### src/rtl/route_sequencer_pkg.sv
// -----------------------------------------------------------------------------
// route_sequencer_pkg
//   Shared definitions for the route sequencer and the line-following
//   direction block.
//   - Steering codes: [3:2] side (10 right, 01 left, 00 none, 11 stop),
//     [1:0] strength.
//   - Route action encodings.
//   - Motor command encodings, laid out as {l_en, l_rev, r_en, r_rev}.
//   - FSM state type and the counter width.
//   - follow_cmd(): line-following motor command for a steering code.
// -----------------------------------------------------------------------------
package route_sequencer_pkg;

    // 26 bits reaches the longest dwell the sequencer has to time.
    localparam int CNT_W = 26;

    // Steering codes produced by the direction block
    localparam logic [3:0] DIR_PROCEED  = 4'b0000;
    localparam logic [3:0] DIR_STOP     = 4'b1111;
    localparam logic [3:0] DIR_VEER_R   = 4'b1001;
    localparam logic [3:0] DIR_HARD_R   = 4'b1010;
    localparam logic [3:0] DIR_NINETY_R = 4'b1011;
    localparam logic [3:0] DIR_VEER_L   = 4'b0101;
    localparam logic [3:0] DIR_HARD_L   = 4'b0110;
    localparam logic [3:0] DIR_NINETY_L = 4'b0111;

    // Side field, dir_code[3:2]
    localparam logic [1:0] SIDE_NONE  = 2'b00;
    localparam logic [1:0] SIDE_LEFT  = 2'b01;
    localparam logic [1:0] SIDE_RIGHT = 2'b10;
    localparam logic [1:0] SIDE_STOP  = 2'b11;

    // Intersection actions stored in the route table
    typedef enum logic [1:0] {
        ACT_STRAIGHT = 2'b00,
        ACT_LEFT     = 2'b01,
        ACT_RIGHT    = 2'b10,
        ACT_REVERSE  = 2'b11
    } action_e;

    // Motor commands {l_en, l_rev, r_en, r_rev}
    localparam logic [3:0] MOTOR_OFF     = 4'b0000;
    localparam logic [3:0] MOTOR_FWD     = 4'b1010;
    localparam logic [3:0] MOTOR_STEER_R = 4'b1000;  // left wheel only
    localparam logic [3:0] MOTOR_STEER_L = 4'b0010;  // right wheel only
    localparam logic [3:0] MOTOR_PIVOT_L = 4'b0110;
    localparam logic [3:0] MOTOR_PIVOT_R = 4'b1001;

    typedef enum logic [2:0] {
        ST_IDLE    = 3'd0,
        ST_FOLLOW  = 3'd1,
        ST_SETTLE  = 3'd2,
        ST_TURN    = 3'd3,
        ST_RELEASE = 3'd4,
        ST_DONE    = 3'd5
    } seq_state_e;

    // Line-following motor command. Named codes are listed explicitly; any
    // other code falls back to its side field, so every 11_xx code is a stop.
    function automatic logic [3:0] follow_cmd(input logic [3:0] code);
        logic [3:0] cmd;
        cmd = MOTOR_OFF;
        case (code)
            DIR_PROCEED:                           cmd = MOTOR_FWD;
            DIR_VEER_R, DIR_HARD_R, DIR_NINETY_R:  cmd = MOTOR_STEER_R;
            DIR_VEER_L, DIR_HARD_L, DIR_NINETY_L:  cmd = MOTOR_STEER_L;
            default: begin
                case (code[3:2])
                    SIDE_NONE:  cmd = MOTOR_FWD;
                    SIDE_RIGHT: cmd = MOTOR_STEER_R;
                    SIDE_LEFT:  cmd = MOTOR_STEER_L;
                    default:    cmd = MOTOR_OFF;
                endcase
            end
        endcase
        return cmd;
    endfunction

endpackage

### src/rtl/sequencer_timer.sv
// -----------------------------------------------------------------------------
// sequencer_timer
//   Loadable down-counter with a terminal-count flag. The counter stops at
//   zero (saturates) and is reloaded whenever the sequencer enters a timed
//   state.
//   Ports:
//     clk        system clock
//     rst        asynchronous active-high reset (clears the count)
//     load_i     load load_val_i this cycle instead of counting
//     load_val_i value to load (cycles to wait minus one)
//     tc_o       high while the count is zero
// -----------------------------------------------------------------------------
module sequencer_timer
    import route_sequencer_pkg::*;
(
    input  logic             clk,
    input  logic             rst,
    input  logic             load_i,
    input  logic [CNT_W-1:0] load_val_i,
    output logic             tc_o
);

    logic [CNT_W-1:0] count_q;

    always_ff @(posedge clk or posedge rst) begin
        if (rst) begin
            count_q <= '0;
        end else if (load_i) begin
            count_q <= load_val_i;
        end else if (count_q != '0) begin
            count_q <= count_q - 1'b1;
        end
    end

    assign tc_o = (count_q == '0);

endmodule

### src/rtl/route_sequencer.sv
// -----------------------------------------------------------------------------
// route_sequencer
//   Mission-level controller above the line-following direction block. Follows
//   the line from the steering code, and at every intersection (stop code)
//   dwells, then executes the next action of a fixed route table.
//   Ports:
//     clk          system clock
//     rst          asynchronous active-high reset
//     start        one-cycle pulse, begins the route from entry 0
//     dir_code     steering code from the direction block
//     direction    1 = forwards, 0 = backwards (fed back to direction block)
//     motor_cmd    {l_en, l_rev, r_en, r_rev}
//     node_idx     index of the next route entry to execute
//     busy         high in every state except IDLE and DONE
//     done         high in DONE
//     dbg_state_o  current FSM state, for observation only
// -----------------------------------------------------------------------------
module route_sequencer
    import route_sequencer_pkg::*;
#(
    parameter int                      ROUTE_LEN     = 4,
    parameter logic [2*ROUTE_LEN-1:0]  ROUTE         = 8'b11_10_00_01,
    parameter int                      SETTLE_CYCLES = 25_000_000,
    parameter int                      TURN_CYCLES   = 40_000_000
) (
    input  logic        clk,
    input  logic        rst,
    input  logic        start,
    input  logic [3:0]  dir_code,
    output logic        direction,
    output logic [3:0]  motor_cmd,
    output logic [3:0]  node_idx,
    output logic        busy,
    output logic        done,
    output seq_state_e  dbg_state_o
);

    // The timer is loaded on the entry edge and the action fires on the edge
    // where it reads zero, so loading N-1 gives exactly N cycles in the state.
    localparam logic [CNT_W-1:0] SETTLE_LOAD = CNT_W'(SETTLE_CYCLES - 1);
    localparam logic [CNT_W-1:0] TURN_LOAD   = CNT_W'(TURN_CYCLES - 1);

    // Route widened to 32 bits so indexing with node_idx == ROUTE_LEN stays
    // in range; that entry is never acted on.
    localparam logic [31:0] ROUTE_EXT = 32'(ROUTE);

    seq_state_e  state_q;
    logic [3:0]  motor_cmd_q;
    logic        direction_q;
    logic [3:0]  node_idx_q;
    logic        busy_q;
    logic        done_q;

    logic        timer_load;
    logic [CNT_W-1:0] timer_load_val;
    logic        timer_tc;

    action_e     cur_action;
    logic        stop_seen;
    logic        route_end;
    logic        turn_next;

    assign cur_action = action_e'(ROUTE_EXT[{node_idx_q, 1'b0} +: 2]);
    assign stop_seen  = (dir_code[3:2] == SIDE_STOP);
    assign route_end  = (node_idx_q == 4'(ROUTE_LEN));
    assign turn_next  = (cur_action == ACT_LEFT) || (cur_action == ACT_RIGHT);

    // Reload the timer on the edges that enter SETTLE or TURN.
    always_comb begin
        timer_load     = 1'b0;
        timer_load_val = SETTLE_LOAD;
        if (state_q == ST_FOLLOW && stop_seen) begin
            timer_load = 1'b1;
        end else if (state_q == ST_SETTLE && timer_tc && !route_end && turn_next) begin
            timer_load     = 1'b1;
            timer_load_val = TURN_LOAD;
        end
    end

    sequencer_timer u_timer (
        .clk        (clk),
        .rst        (rst),
        .load_i     (timer_load),
        .load_val_i (timer_load_val),
        .tc_o       (timer_tc)
    );

    always_ff @(posedge clk or posedge rst) begin
        if (rst) begin
            state_q     <= ST_IDLE;
            motor_cmd_q <= MOTOR_OFF;
            direction_q <= 1'b1;
            node_idx_q  <= 4'd0;
            busy_q      <= 1'b0;
            done_q      <= 1'b0;
        end else begin
            case (state_q)
                ST_IDLE, ST_DONE: begin
                    motor_cmd_q <= MOTOR_OFF;
                    if (start) begin
                        // A stop code arriving with start is acted on from
                        // FOLLOW on the next edge.
                        state_q     <= ST_FOLLOW;
                        motor_cmd_q <= follow_cmd(dir_code);
                        node_idx_q  <= 4'd0;
                        busy_q      <= 1'b1;
                        done_q      <= 1'b0;
                    end
                end

                ST_FOLLOW: begin
                    motor_cmd_q <= follow_cmd(dir_code);
                    if (stop_seen) begin
                        state_q <= ST_SETTLE;
                    end
                end

                ST_SETTLE: begin
                    motor_cmd_q <= MOTOR_OFF;
                    if (timer_tc) begin
                        if (route_end) begin
                            state_q <= ST_DONE;
                            busy_q  <= 1'b0;
                            done_q  <= 1'b1;
                        end else begin
                            node_idx_q <= node_idx_q + 4'd1;
                            case (cur_action)
                                ACT_STRAIGHT: begin
                                    state_q     <= ST_RELEASE;
                                    motor_cmd_q <= MOTOR_FWD;
                                end
                                ACT_LEFT: begin
                                    state_q     <= ST_TURN;
                                    motor_cmd_q <= MOTOR_PIVOT_L;
                                end
                                ACT_RIGHT: begin
                                    state_q     <= ST_TURN;
                                    motor_cmd_q <= MOTOR_PIVOT_R;
                                end
                                default: begin
                                    direction_q <= ~direction_q;
                                    state_q     <= ST_RELEASE;
                                    motor_cmd_q <= MOTOR_FWD;
                                end
                            endcase
                        end
                    end
                end

                ST_TURN: begin
                    // Line re-acquisition wins over a coincident timeout.
                    if (dir_code[3:2] == SIDE_NONE) begin
                        state_q     <= ST_FOLLOW;
                        motor_cmd_q <= follow_cmd(dir_code);
                    end else if (timer_tc) begin
                        state_q     <= ST_DONE;
                        motor_cmd_q <= MOTOR_OFF;
                        busy_q      <= 1'b0;
                        done_q      <= 1'b1;
                    end
                end

                ST_RELEASE: begin
                    // Drive off the node before line following can see a
                    // stop again.
                    motor_cmd_q <= MOTOR_FWD;
                    if (dir_code != DIR_STOP) begin
                        state_q     <= ST_FOLLOW;
                        motor_cmd_q <= follow_cmd(dir_code);
                    end
                end

                default: begin
                    state_q     <= ST_IDLE;
                    motor_cmd_q <= MOTOR_OFF;
                    busy_q      <= 1'b0;
                    done_q      <= 1'b0;
                end
            endcase
        end
    end

    assign direction   = direction_q;
    assign motor_cmd   = motor_cmd_q;
    assign node_idx    = node_idx_q;
    assign busy        = busy_q;
    assign done        = done_q;
    assign dbg_state_o = state_q;

endmodule

### config.mk
export PLATFORM = sky130hd
export DESIGN_NAME = route_sequencer
export DESIGN_NICKNAME = d
export VERILOG_FILES = /design/src/rtl/route_sequencer_pkg.sv /design/src/rtl/sequencer_timer.sv /design/src/rtl/route_sequencer.sv
export SDC_FILE = /design/constraint.sdc
export NUM_CORES = 1
export LEC_CHECK = 0
export CAP_MARGIN = 20
export CORE_MARGIN = 5
export CORE_UTILIZATION = 49
export CTS_BUF_LIST = sky130_fd_sc_hd__clkbuf_4
export CTS_CLUSTER_SIZE = 20
export DETAILED_ROUTE_END_ITERATION = 10
export GPL_ROUTABILITY_DRIVEN = 0
export PLACE_DENSITY = 0.72
export SYNTH_ARGS = -nofsm -noshare
export SYNTH_HDL_FRONTEND = slang
export SYNTH_SLANG_ARGS = --single-unit
### constraint.sdc
create_clock -name clk -period 2.4 [get_ports clk]
set_input_delay 0.6 -clock clk [delete_from_list [all_inputs] [get_ports clk]]
set_output_delay 0.6 -clock clk [all_outputs]
set_load 0.02 [all_outputs]
==> results of run 1 <==
==> routing by layer <==
| metal | global-route usage, % | vias up | wire length [um] |
|---|---|---|---|
| li1 | - | 1081 | - |
| met1 | 25.5 | 1069 | 2700 |
| met2 | 32.3 | 54 | 2750 |
| met3 | 3.48 | 10 | 209 |
| met4 | 6.42 | 0 | 93 |
| met5 | 0 | - | 0 |
==> path summary, 6_finish.rpt <==
check / startpoint / to / slack, ps / depth (start not counted)
max in group asynchronous: rst / node_idx[0] / 1370 / 3
max reg2reg: u_timer.count_q[11] / node_idx[3] / 140 / 5
min reg2reg: direction / direction / 530 / 1
min in group asynchronous: rst / u_timer.count_q[18] / 650 / 3
max: u_timer.count_q[11] / node_idx[3] / 140 / 5
min: direction / direction / 530 / 1
==> timing repair <==
action,in CTS,in global routing
endpoints found under the setup margin,0,10
hold buffers,0,0
gates resized for setup,0,3
setup buffers,0,1
==> Yosys cell counts, drive strengths merged, types with 6 or more instances <==
| cell type | n |
|---|---|
| nand4 | 7 |
| nor2 | 18 |
| xor2 | 8 |
| xnor2 | 8 |
| nand3 | 11 |
| ha | 8 |
| nor3 | 19 |
| o21ai | 16 |
| dfrtp | 39 |
| nand2 | 24 |
| a21oi | 13 |
| a31oi | 6 |
| or3 | 6 |
| inv | 14 |
==> critical path, cell delays in order, from the launching register on <==
cell     delay [ps]
dfrtp_1         440
or4_4           590
nor4b_4         370
nand3_2         160
or4_1           490
a21oi_1         150
==> power by group through the flow <==
| stage | Sequential, uW | Combinational, uW | Clock, uW |
|---|---|---|---|
| after floorplan | 958 | 581 | 0 |
| after CTS | 900 | 1090 | 475 |
| after global routing | 929 | 1200 | 506 |
| after global placement | 910 | 1070 | 0 |
| after detailed placement | 911 | 1090 | 0 |
| final | 904 | 1090 | 461 |
==> cell families after synthesis <==
kind of cell | share of synthesized area, %
DFF | 41.6
adders and majority gates | 4.15
AOI/OAI and AO/OA | 17.3
muxes | 0.883
and+or+nand+nor | 26.6
xor gates and xnor gates | 5.82
buffers and inverters | 3.58
==> flip-flops by register name, indices dropped and copies added (netlist names) <==
| signal | flops |
|---|---|
| busy | 1 |
| dbg_state_o | 3 |
| direction | 1 |
| done | 1 |
| motor_cmd | 4 |
| node_idx | 4 |
| u_timer.count_q | 26 |
==> final cells by class <==
cell class              count  area, um2  area share [%]
multi-input cells         201       1330            44.7
well taps                  67       83.8            2.82
clock buffers               6       45.0            1.51
flip-flops and latches     40       1000            33.7
repair buffers             50        425            14.3
inverters                  14       52.6            1.77
clock inverters             2       35.0            1.18
==> through the flow <==
step,std cells,power [uW],utilization [%]
6_report,380,2460,62.6
5_1_grt,380,2630,62.6
4_1_cts,379,2470,62.3
3_5_place_dp,371,2000,60.6
3_3_place_gp,371,1980,60.6
2_1_floorplan,263,1540,-
==> metrics.csv, run 1 <==
stage;metric;value;unit
timing;period utilization;94.0;%
global_route;vias in the first global route;2111;
setup_path;crit path max fanout;5;
global_route;All-Layer GR Usage;19.5;%
setup_path;CP Data Arrival Time;2550;ps
yosys;Yosys reg bits;40;
timing;unrepaired setup endpoints after global routing;no;
timing;clk_skew;6.10;ps
timing;final worst slack;144;ps
power_and_ir_drop;Logic pwr share;44.5;%
yosys;post-synthesis sequential area ratio;41.6;%
drt;antenna viol nets, final;0;
flow_run;Max-cap violations;0;
global_route;initial antenna violation count;0;
power_and_ir_drop;Pwr Density;826;nW/um2
die;Site Rows;25;
yosys;most area-consuming cells after synthesis;dfrtp_1, ha_1, nor3_1;
power_and_ir_drop;Int Pwr;1510;uW
placement;number of buffers added on ports;20;
layout;number of fill cells in the layout;437;
timing;Slew HR;67.1;%
layout;design area;2980;um2
clock_tree;Clock Latency Late Sink;350;ps
layout;most frequent cells in the layout;dfrtp_1, buf_4, nand2_1;
drt;via count;2214;
yosys;Synth cell types;47;
yosys;Yosys Warn Count;0;
power_and_ir_drop;Max VDD drop;0.480;mV
clock_tree;number of H-tree levels;2;
power_and_ir_drop;Sequential Power Share;36.8;%
setup_path;CP Data Required Time;2690;ps
clock_tree;Worst-path clk slew;120;ps
clock_tree;cts bufs inserted;5;
yosys;Synth Instances;263;
global_route;first-pass GRT wire length;9.85;mm
clock_tree;CTS tree;yes;
timing;Worst Max-Slew Pin Slew;481;ps
drt;number of remaining DRC errors;0;
yosys;EDFF count, synth;0;
drt;Detailed Route Iter0 Violations;177;
die;core area;4750;um2
die;Chip Width;80.1;um
drt;Pre-antenna DRT Iters;5;
power_and_ir_drop;net switching power;954;uW
die;Die Height;80.1;um
die;die area;6420;um2
timing;Fin Setup TNS;0;ps
power_and_ir_drop;clock network fraction of total power;18.7;%
timing;Max Slew Vio Count;0;
layout;most common cell after layout, fill and taps aside;dfrtp_1;
timing;setup violators final;0;
layout;NumNets Final;327;
drt;mean number of vias per cell;5.83;
placement;Placement Setup Slack;55.9;ps
clock_tree;CTS Root Buffer Type;clkbuf_4;
setup_path;Crit. End Element;register;
layout;Area Growth Syn to Fin;23.5;%
yosys;cell type with the largest total area after synthesis;dfrtp_1;
timing;Hold WS;530;ps
yosys;Async S/R FF share, synth;100;%
die;IO Pins;21;
yosys;Netlist Area Pre-Place;2410;um2
placement;DP Wirelength;4.22;mm
yosys;Synth top area share;40.5;%
setup_path;Worst Setup Start Kind;register;
drt;final wirelength;5.76;mm
clock_tree;maximum buffer depth of the clock tree;2;
yosys;Net Count, Synth;278;
power_and_ir_drop;Switching Share;38.8;%
drt;DR WL/cell;15.1;um
layout;fraction of layout cells with a size suffix above 1;17.3;%
power_and_ir_drop;Lkg Pwr;0.00122;uW
yosys;dominant synthesized flop cell;dfrtp_1;
placement;DP Area;2880;um2
timing;Period minus WS final;2260;ps
setup_path;Worst Setup Path Type;reg -> reg;
yosys;syn_area_per_cell;9.16;um2
layout;ant diodes;0;
die;Starting Density;50.7;%
global_route;GR Overflow Total;0;
run_status;status;completed;
clock_tree;Sink Count;40;
min_path;min-delay worst type;reg -> reg;
timing;Final Hold Fails;0;
timing;Fmax achieved;443;MHz
global_route;largest net degree at the start of global routing;41;
No activity file was read; power rests on OpenSTA's default activity.
==> run 2: changes to the inputs <==
--- a/config.mk
+++ b/config.mk
@@ -12,7 +12,7 @@
 export CTS_CLUSTER_SIZE = 20
 export DETAILED_ROUTE_END_ITERATION = 10
 export GPL_ROUTABILITY_DRIVEN = 0
-export PLACE_DENSITY = 0.72
+export PLACE_DENSITY = 0.69
 export SYNTH_ARGS = -nofsm -noshare
 export SYNTH_HDL_FRONTEND = slang
 export SYNTH_SLANG_ARGS = --single-unit
==> constraint.sdc (replaced) <==
create_clock -name clk -period 2.3 [get_ports clk]
set_input_delay 0.575 -clock clk [delete_from_list [all_inputs] [get_ports clk]]
set_output_delay 0.575 -clock clk [all_outputs]
set_load 0.02 [all_outputs]
==> metrics.csv, run 2 (synthesis results as in run 1) <==
stage;metric;value;unit
global_route;All-Layer GR Usage;21.3;%
die;Die Height;80.1;um
layout;NumNets Final;335;
min_path;Hold EP;direction;
clock_tree;CTS Root Buffer Type;clkbuf_4;
power_and_ir_drop;Int Pwr;1530;uW
run_status;status;completed;
setup_path;Worst R2R End;node_idx[3];
layout;most common cell after layout, fill and taps aside;dfrtp_1;
drt;Pre-antenna DRT Iters;4;
timing;Max Slew Vio Count;0;
drt;antenna viol nets, final;0;
power_and_ir_drop;Lkg Pwr;0.00126;uW
layout;Area Growth Syn to Fin;27.3;%
timing;Worst Max-Slew Pin Slew;597;ps
global_route;GR Overflow Total;0;
power_and_ir_drop;Sequential Power Share;36.0;%
global_route;initial antenna violation count;0;
power_and_ir_drop;Pwr Density;834;nW/um2
setup_path;CP Data Required Time;2570;ps
flow_run;Max-cap violations;0;
timing;clk_skew;19.5;ps
min_path;Hold Startpoint;direction;
setup_path;Reg2Reg Depth;5;
setup_path;Worst Setup Start Kind;register;
drt;number of remaining DRC errors;0;
layout;ant diodes;0;
setup_path;Crit. End Element;register;
drt;mean number of vias per cell;5.79;
timing;Hold WS;533;ps
drt;final wirelength;6.15;mm
clock_tree;Sink Count;40;
power_and_ir_drop;Logic pwr share;50.1;%
timing;Fmax achieved;452;MHz
clock_tree;maximum buffer depth of the clock tree;2;
timing;period utilization;96.2;%
die;die area;6420;um2
power_and_ir_drop;net switching power;1030;uW
die;IO Pins;21;
clock_tree;post-CTS setup buffer count;0;
layout;FF+latch area;1000;um2
layout;number of fill cells in the layout;409;
clock_tree;CTS tree;yes;
placement;Placement Setup Slack;-125;ps
layout;most frequent cells in the layout;dfrtp_1, buf_4, nand2_1;
clock_tree;Clock Latency Late Sink;360;ps
setup_path;RR Startpoint;u_timer.count_q[12];
power_and_ir_drop;PnR Total Power;2560;uW
clock_tree;number of H-tree levels;2;
setup_path;Worst Setup Path Type;reg -> reg;
setup_path;CP Data Arrival Time;2490;ps
layout;Biggest register;u_timer.count_q;
power_and_ir_drop;Switching Share;40.2;%
layout;fraction of layout cells with a size suffix above 1;21.5;%
drt;via count;2247;
timing;setup violators final;0;
drt;DR WL/cell;15.8;um
power_and_ir_drop;Max VDD drop;0.665;mV
placement;number of buffers added on ports;20;
die;core area;4750;um2
global_route;first-pass GRT wire length;10.7;mm
die;Starting Density;50.7;%
die;Site Rows;25;
power_and_ir_drop;clock network fraction of total power;13.8;%
placement;DP Wirelength;4.58;mm
drt;Detailed Route Iter0 Violations;133;
global_route;vias in the first global route;2249;
clock_tree;Worst-path clk slew;130;ps
min_path;hold depth;1;
timing;Final Hold Fails;0;
clock_tree;cts bufs inserted;5;
timing;Slew HR;60.2;%
timing;Period minus WS final;2210;ps
layout;area of the multi-input gates;1390;um2
clock_tree;CTS Hold Bufs;0;
setup_path;reg-to-reg setup timing slack;90;ps
layout;max FFs per register;26;
setup_path;crit path max fanout;4;
timing;final worst slack;86.8;ps
min_path;min-delay worst type;reg -> reg;
die;Chip Width;80.1;um
global_route;largest net degree at the start of global routing;41;
==> run 2: cell count changes in the layout (fill, tap and decap cells not counted), moves of 2 or more <==
cell and change:
or4_4 +3, nor3_1 -3, buf_4 +7, clkinv_1 +2, nor3_2 +2, or4_1 -3
==> run 2: per-stage QoR <==
step / TNS (ps) / area, um2 / instances / utilization [%]
3_3_place_gp: -12.9 / 2960 / 380 / 62.2
5_1_grt: -9.54 / 3070 / 388 / 64.5
4_1_cts: 0 / 3010 / 388 / 63.3
6_report: 0 / 3070 / 388 / 64.5
3_5_place_dp: -125 / 2960 / 380 / 62.2
2_1_floorplan: 0 / 2420 / 263 / -
==> run 2: worst max-delay path by stage <==
stage / start / to / slack [ps]
2_1_floorplan: u_timer.count_q[0] / node_idx[3] / 40
3_3_place_gp: dir_code[2] / dbg_state_o[2] / -10
3_5_place_dp: dir_code[2] / dbg_state_o[2] / -130
4_1_cts: u_timer.count_q[0] / node_idx[3] / 20
5_1_grt: u_timer.count_q[12] / node_idx[3] / -10
6_report: u_timer.count_q[12] / node_idx[3] / 90
==> run 2: critical path, stage by stage, from the launching register on <==
cell	delay [ps]
dfrtp_1	430
or4_4	560
nor4b_4	320
nand3_2	180
or4_4	500
a21oi_2	140
==> run 2: power groups by stage <==
stage	Combinational (uW)	Clock, uW	Sequential (uW)
6_report	1280	354	921
5_1_grt	1420	397	937
4_1_cts	1240	364	917
3_5_place_dp	1230	0	929
3_3_place_gp	1230	0	927
2_1_floorplan	615	0	999
==> run 2: per-layer routing <==
| metal | track usage (%) | wire length [um] | share of wire [%] |
|---|---|---|---|
| met1 | 26.6 | 2680 | 44 |
| met2 | 36.4 | 3130 | 51 |
| met3 | 4.37 | 209 | 3.4 |
| met4 | 7.26 | 132 | 2.1 |
| met5 | 0 | 0 | 0 |
==> run 2: cell type report <==
cell class | count | area share (%)
multi-input combinational | 201 | 45.2
sequential | 40 | 32.7
timing repair buffer | 58 | 15.9
tap | 67 | 2.73
inverter | 14 | 1.71
clock buffer | 6 | 1.47
clock inverter | 2 | 0.245
==> run 2: repair_timing <==
| item | in CTS | in global routing |
|---|---|---|
| endpoints found under the setup margin | 0 | 20 |
| endpoints found under the hold margin | 0 | 0 |
| resized for setup | 0 | 13 |
==> RTL edit 1: new RTL, flow settings as in run 1 <==
Set the parameter `ROUTE_LEN` to 16 (it was 4).
--- a/src/rtl/route_sequencer.sv
+++ b/src/rtl/route_sequencer.sv
@@ -18,7 +18,7 @@
 module route_sequencer
     import route_sequencer_pkg::*;
 #(
-    parameter int                      ROUTE_LEN     = 4,
+    parameter int                      ROUTE_LEN     = 16,
     parameter logic [2*ROUTE_LEN-1:0]  ROUTE         = 8'b11_10_00_01,
     parameter int                      SETTLE_CYCLES = 25_000_000,
     parameter int                      TURN_CYCLES   = 40_000_000
Behaviour: no difference found for any inputs over 10 cycles, from zero or initial values and one cycle with rst high; that may be too few to reach the edited logic, so the function may still have changed.
==> RTL edit 1 against run 1 <==
  * Wire length increased by 0.83%
  * Synthesized cell count decreased by 2.7%
  * Area after synthesis increased by 2.2%
  * Power decreased by 21%
  * Fmax increased by 0.40%
  * Sequential cell count unchanged
  * Highest routed layer unchanged
  * Setup slack improved by 0.0091 ns
  * Critical path depth unchanged
  * Cell area decreased by 0.42%
  * Combinational power decreased by 36%
==> RTL edit 1: results (changes against run 1) <==
[placement]
hpwl_um = 4240  ; +0.52%
dp_worst_setup_slack_ns = -0.0398  ; -0.0956 ns
dpl.cell_count = 357  ; -3.8%
placed_cell_area_sq_um = 2880  ; about the same

[logic_synthesis]
syn_area_per_cell_sq_um = 9.62  ; +5.0%
synth_nets = 272  ; -2.2%
synth_common_cells = 39 x dfrtp_1, 19 x nor2_1, 14 x nand2_1, 14 x nand3_1
ys_types = 59  ; +26%
synth_area_leaders = dfrtp_1 40%, ha_1 4.6%, o31ai_1 3.4%, nor2_1 2.9%, nand3_1 2.8%
ys_seq_area_share_pct = 40.7  ; -0.91 points

[grt]
grt_pass1_vias = 2044  ; -3.2%
grt_pass1_wl_um = 9960  ; +1.1%
grtUsageMet3_pct = 3.88  ; +0.40 points
met1_usage_pct = 28.4  ; +2.9 points
grt.met2_usage_pct = 29.1  ; -3.1 points

[clocking]
clk_path_buf_depth = 2  ; unchanged
cts_max_level = 2  ; unchanged
cts-resized-gates = 1  ; +1

[detailed_routing]
routed_wl_um = 5800  ; +0.83%
route.met2.wl_um = 2610  ; -5.0%
drt_iter0_drc = 132  ; -25%
met1_length_um = 2930  ; +8.6%
wl_met3_um = 191  ; -8.6%
vias = 2162  ; -2.3%

[layout]
drive_above_1_share_pct = 18.8  ; +1.5 points
largest_reg_flops = 26  ; unchanged
nets = 313  ; -4.3%
fin_cells = 365  ; -3.9%

[worst_setup_path]
slowest_delay_ns = 0.46  ; -0.13 ns
cpMaxStageDelayCell = dfrtp_1
r2r-end = node_idx[0]$_DFFE_PP0P_
worstPathMaxFanout = 6  ; +1
worstPathArrival_ns = 2.50  ; -0.05 ns
regToRegStartpoint = u_timer.count_q[3]$_DFFE_PP0P_
cp-startpoint = u_timer.count_q[3]$_DFFE_PP0P_

[timing]
max_slew_margin_pct = 63.0  ; -4.1 points
fin_crit_ns = 2.25  ; -0.00909 ns
finClkSkew_ns = 0.00871  ; +0.00261 ns

[power_and_ir_drop]
leakage_nw = 1.17  ; -3.8%

[outcome]
status = finished clean

RTL edit 1: changes by cell type after synthesis, moves of 4 or more:
cell,before,now
nor3_1,18,13
nand2_1,24,14
a32o_1,0,4
nand3_1,10,14
and3_1,5,0
nand2b_1,0,4
o31ai_1,4,11
RTL edit 1: logic make-up after synthesis:
group | synth area share (%)
AO/OA/AOI/OAI | 19.2
AND/OR/NAND/NOR | 26.9
buffers and inverters | 4.16
flip-flops | 40.7
XOR/XNOR | 3.55
adder cells (fa/ha/maj) | 4.57
multiplexers | 0.914
RTL edit 1: worst min path at each step:
stage               slack, ns                            start  cells after the start                              end
floorplan                0.45  u_timer.count_q[25]$_DFFE_PP0P_                      1  u_timer.count_q[25]$_DFFE_PP0P_
global placement         0.48            direction$_DFFE_PP1P_                      1            direction$_DFFE_PP1P_
detailed placement       0.49  u_timer.count_q[25]$_DFFE_PP0P_                      1  u_timer.count_q[25]$_DFFE_PP0P_
CTS                      0.51  u_timer.count_q[25]$_DFFE_PP0P_                      1  u_timer.count_q[25]$_DFFE_PP0P_
global route             0.52            direction$_DFFE_PP1P_                      1            direction$_DFFE_PP1P_
finish                   0.52            direction$_DFFE_PP1P_                      1            direction$_DFFE_PP1P_
RTL edit 1: area by class of cell:
type                       count  area (sq um)
clock inverter                 1          3.75
timing repair buffer          44           393
tap                           67          83.8
clock buffer                   7          52.6
inverter                      11          41.3
fill                         446          1850
multi-input combinational    195          1390
sequential                    40          1000
RTL edit 1: where the power goes:
part           switching, W  total [W]  leakage, nW  internal (W)
sequential         0.000115   0.000875        0.466      0.000760
combinational      0.000389   0.000699        0.674      0.000309
clock              0.000227   0.000363       0.0338      0.000136
total              0.000732    0.00194         1.17       0.00120
==> RTL edit 2: new RTL, flow settings as in run 1 <==
Made on the original files. Compare `node_idx_q` against `4'(ROUTE_LEN)` with >= in place of ==.
--- a/src/rtl/route_sequencer.sv
+++ b/src/rtl/route_sequencer.sv
@@ -62,7 +62,7 @@
 
     assign cur_action = action_e'(ROUTE_EXT[{node_idx_q, 1'b0} +: 2]);
     assign stop_seen  = (dir_code[3:2] == SIDE_STOP);
-    assign route_end  = (node_idx_q == 4'(ROUTE_LEN));
+    assign route_end  = (node_idx_q >= 4'(ROUTE_LEN));
     assign turn_next  = (cur_action == ACT_LEFT) || (cur_action == ACT_RIGHT);
 
     // Reload the timer on the edges that enter SETTLE or TURN.
Formal check against the unedited RTL: no difference found for any inputs over 10 cycles, from zero or initial values and one cycle with rst high; that may be too few to reach the edited logic, so the function may still have changed.
==> RTL edit 2 against run 1 <==
  * First-iteration DRC count shrank 46%
  * Highest routed layer unchanged
  * Sequential power shrank 1%
  * Power down 17%
  * Setup slack lost 0.039 ns
  * Final cell count fell by 3.9%
  * Largest power group is now registers
  * Wire length down 7.1%
  * Sequential share of layout area up 1.6 points
  * Area after synthesis is 1.1% lower
  * Largest cell class unchanged
  * Sequential cell count did not move
  * Cell area decreased by 4.6%
==> RTL edit 2: results (changes against run 1) <==
[outcome]
status = finished clean

[detailed_routing]
route.met2.wl_um = 2480  ; -9.9%
drt_pass1_iterations = 4  ; -1
met1_length_um = 2630  ; -2.6%
viasPerCell = 5.59  ; -4.0%
routed_wl_um = 5350  ; -7.1%
drt_iter0_drc = 96  ; -46%
wl_met3_um = 206  ; -1.4%

[power_and_ir_drop]
ir_drop_mv = 0.460  ; -4.2%
p_comb_w = 0.000808  ; -26%
p_seq_w = 0.000891  ; -1%
switchingPower_w = 0.000794  ; -17%
pg_clk_w = 0.000345  ; -25%
leakage_nw = 1.15  ; -6.0%

[logic_synthesis]
synth_common_cells = 39 x dfrtp_1, 26 x nand2_1, 22 x nor2_1
ys_seq_area_share_pct = 42.0  ; +0.46 points
synth_nets = 275  ; -1.1%
yosysWarningCount = 0  ; unchanged

[grt]
met1_usage_pct = 28.0  ; +2.5 points
grtUsageMet3_pct = 4.06  ; +0.59 points
grt_pass1_wl_um = 9620  ; -2.3%
grt.met2_usage_pct = 29.5  ; -2.7 points
grt_pass1_vias = 2018  ; -4.4%
grt_use_total_pct = 19.2  ; -0.21 points

[placement]
dp_worst_setup_slack_ns = -0.186  ; -0.242 ns
hpwl_um = 3830  ; -9.3%
placed_cell_area_sq_um = 2760  ; -4.2%

[layout]
buffers = 43  ; -14%
multi_input_gates = 194  ; -3.5%
nNonClkInverters = 13  ; -1
fill_cells = 406  ; -7.1%
multi_input_area_sq_um = 1260  ; -5.1%
nonClkBufAreaFrac_pct = 13.6  ; -0.72 points
seqCellArea_sq_um = 1000  ; -0.12%
clk_share_pct = 1.98  ; -0.71 points
flops_and_latches = 40  ; unchanged
drive_above_1_share_pct = 14.8  ; -2.5 points

[worst_setup_path]
r2r-end = u_timer.count_q[17]$_DFFE_PP0P_
worstPathMaxFanout = 4  ; -1
cpMaxStageDelayCell = dfrtp_1
cp-startpoint = node_idx[0]$_DFFE_PP0P_
slowest_delay_ns = 0.37  ; -0.22 ns
worstPathArrival_ns = 2.58  ; +0.03 ns

[timing]
fin_hold_ws_ns = 0.503  ; -0.0263 ns
finClkSkew_ns = 0.00789  ; +0.00179 ns
worstMarginPinSlew_ns = 0.485  ; +0.00391 ns
fin_crit_sh_pct = 95.6  ; +1.6 points

[clocking]
cts-resized-gates = 1  ; +1
clk_latency_ns = 0.34
path_clk_slew_ns = 0.13

## RTL edit 2: cell types whose count changed after synthesis, sizes merged, moves of 5 or more
cell and delta:
nor3 -12, xor2 -6, a31oi -5, nor2 +5
## RTL edit 2: kinds of logic (layout without fill, tap and decap cells)
kind of cell / after synthesis / count (layout) / synth area share, %
and+or+nand+nor: 119 / 119 / 28.0
AOI/OAI and AO/OA: 52 / 52 / 14.2
DFF: 40 / 40 / 42.0
buffers and inverters: 27 / 64 / 5.83
xor gates and xnor gates: 10 / 10 / 3.67
adders and majority gates: 7 / 7 / 3.67
muxes: 6 / 6 / 2.57
## RTL edit 2: metrics by stage
step / setup TNS [ns] / utilization [%] / std cells
after detailed placement: -1.48 / 58.5 / 357
after global placement: -0.615 / 58.5 / 357
after CTS: 0 / 59.8 / 365
final: 0 / 60.1 / 365
after floorplan: 0 / - / 261
after global routing: -0.0293 / 60.1 / 365
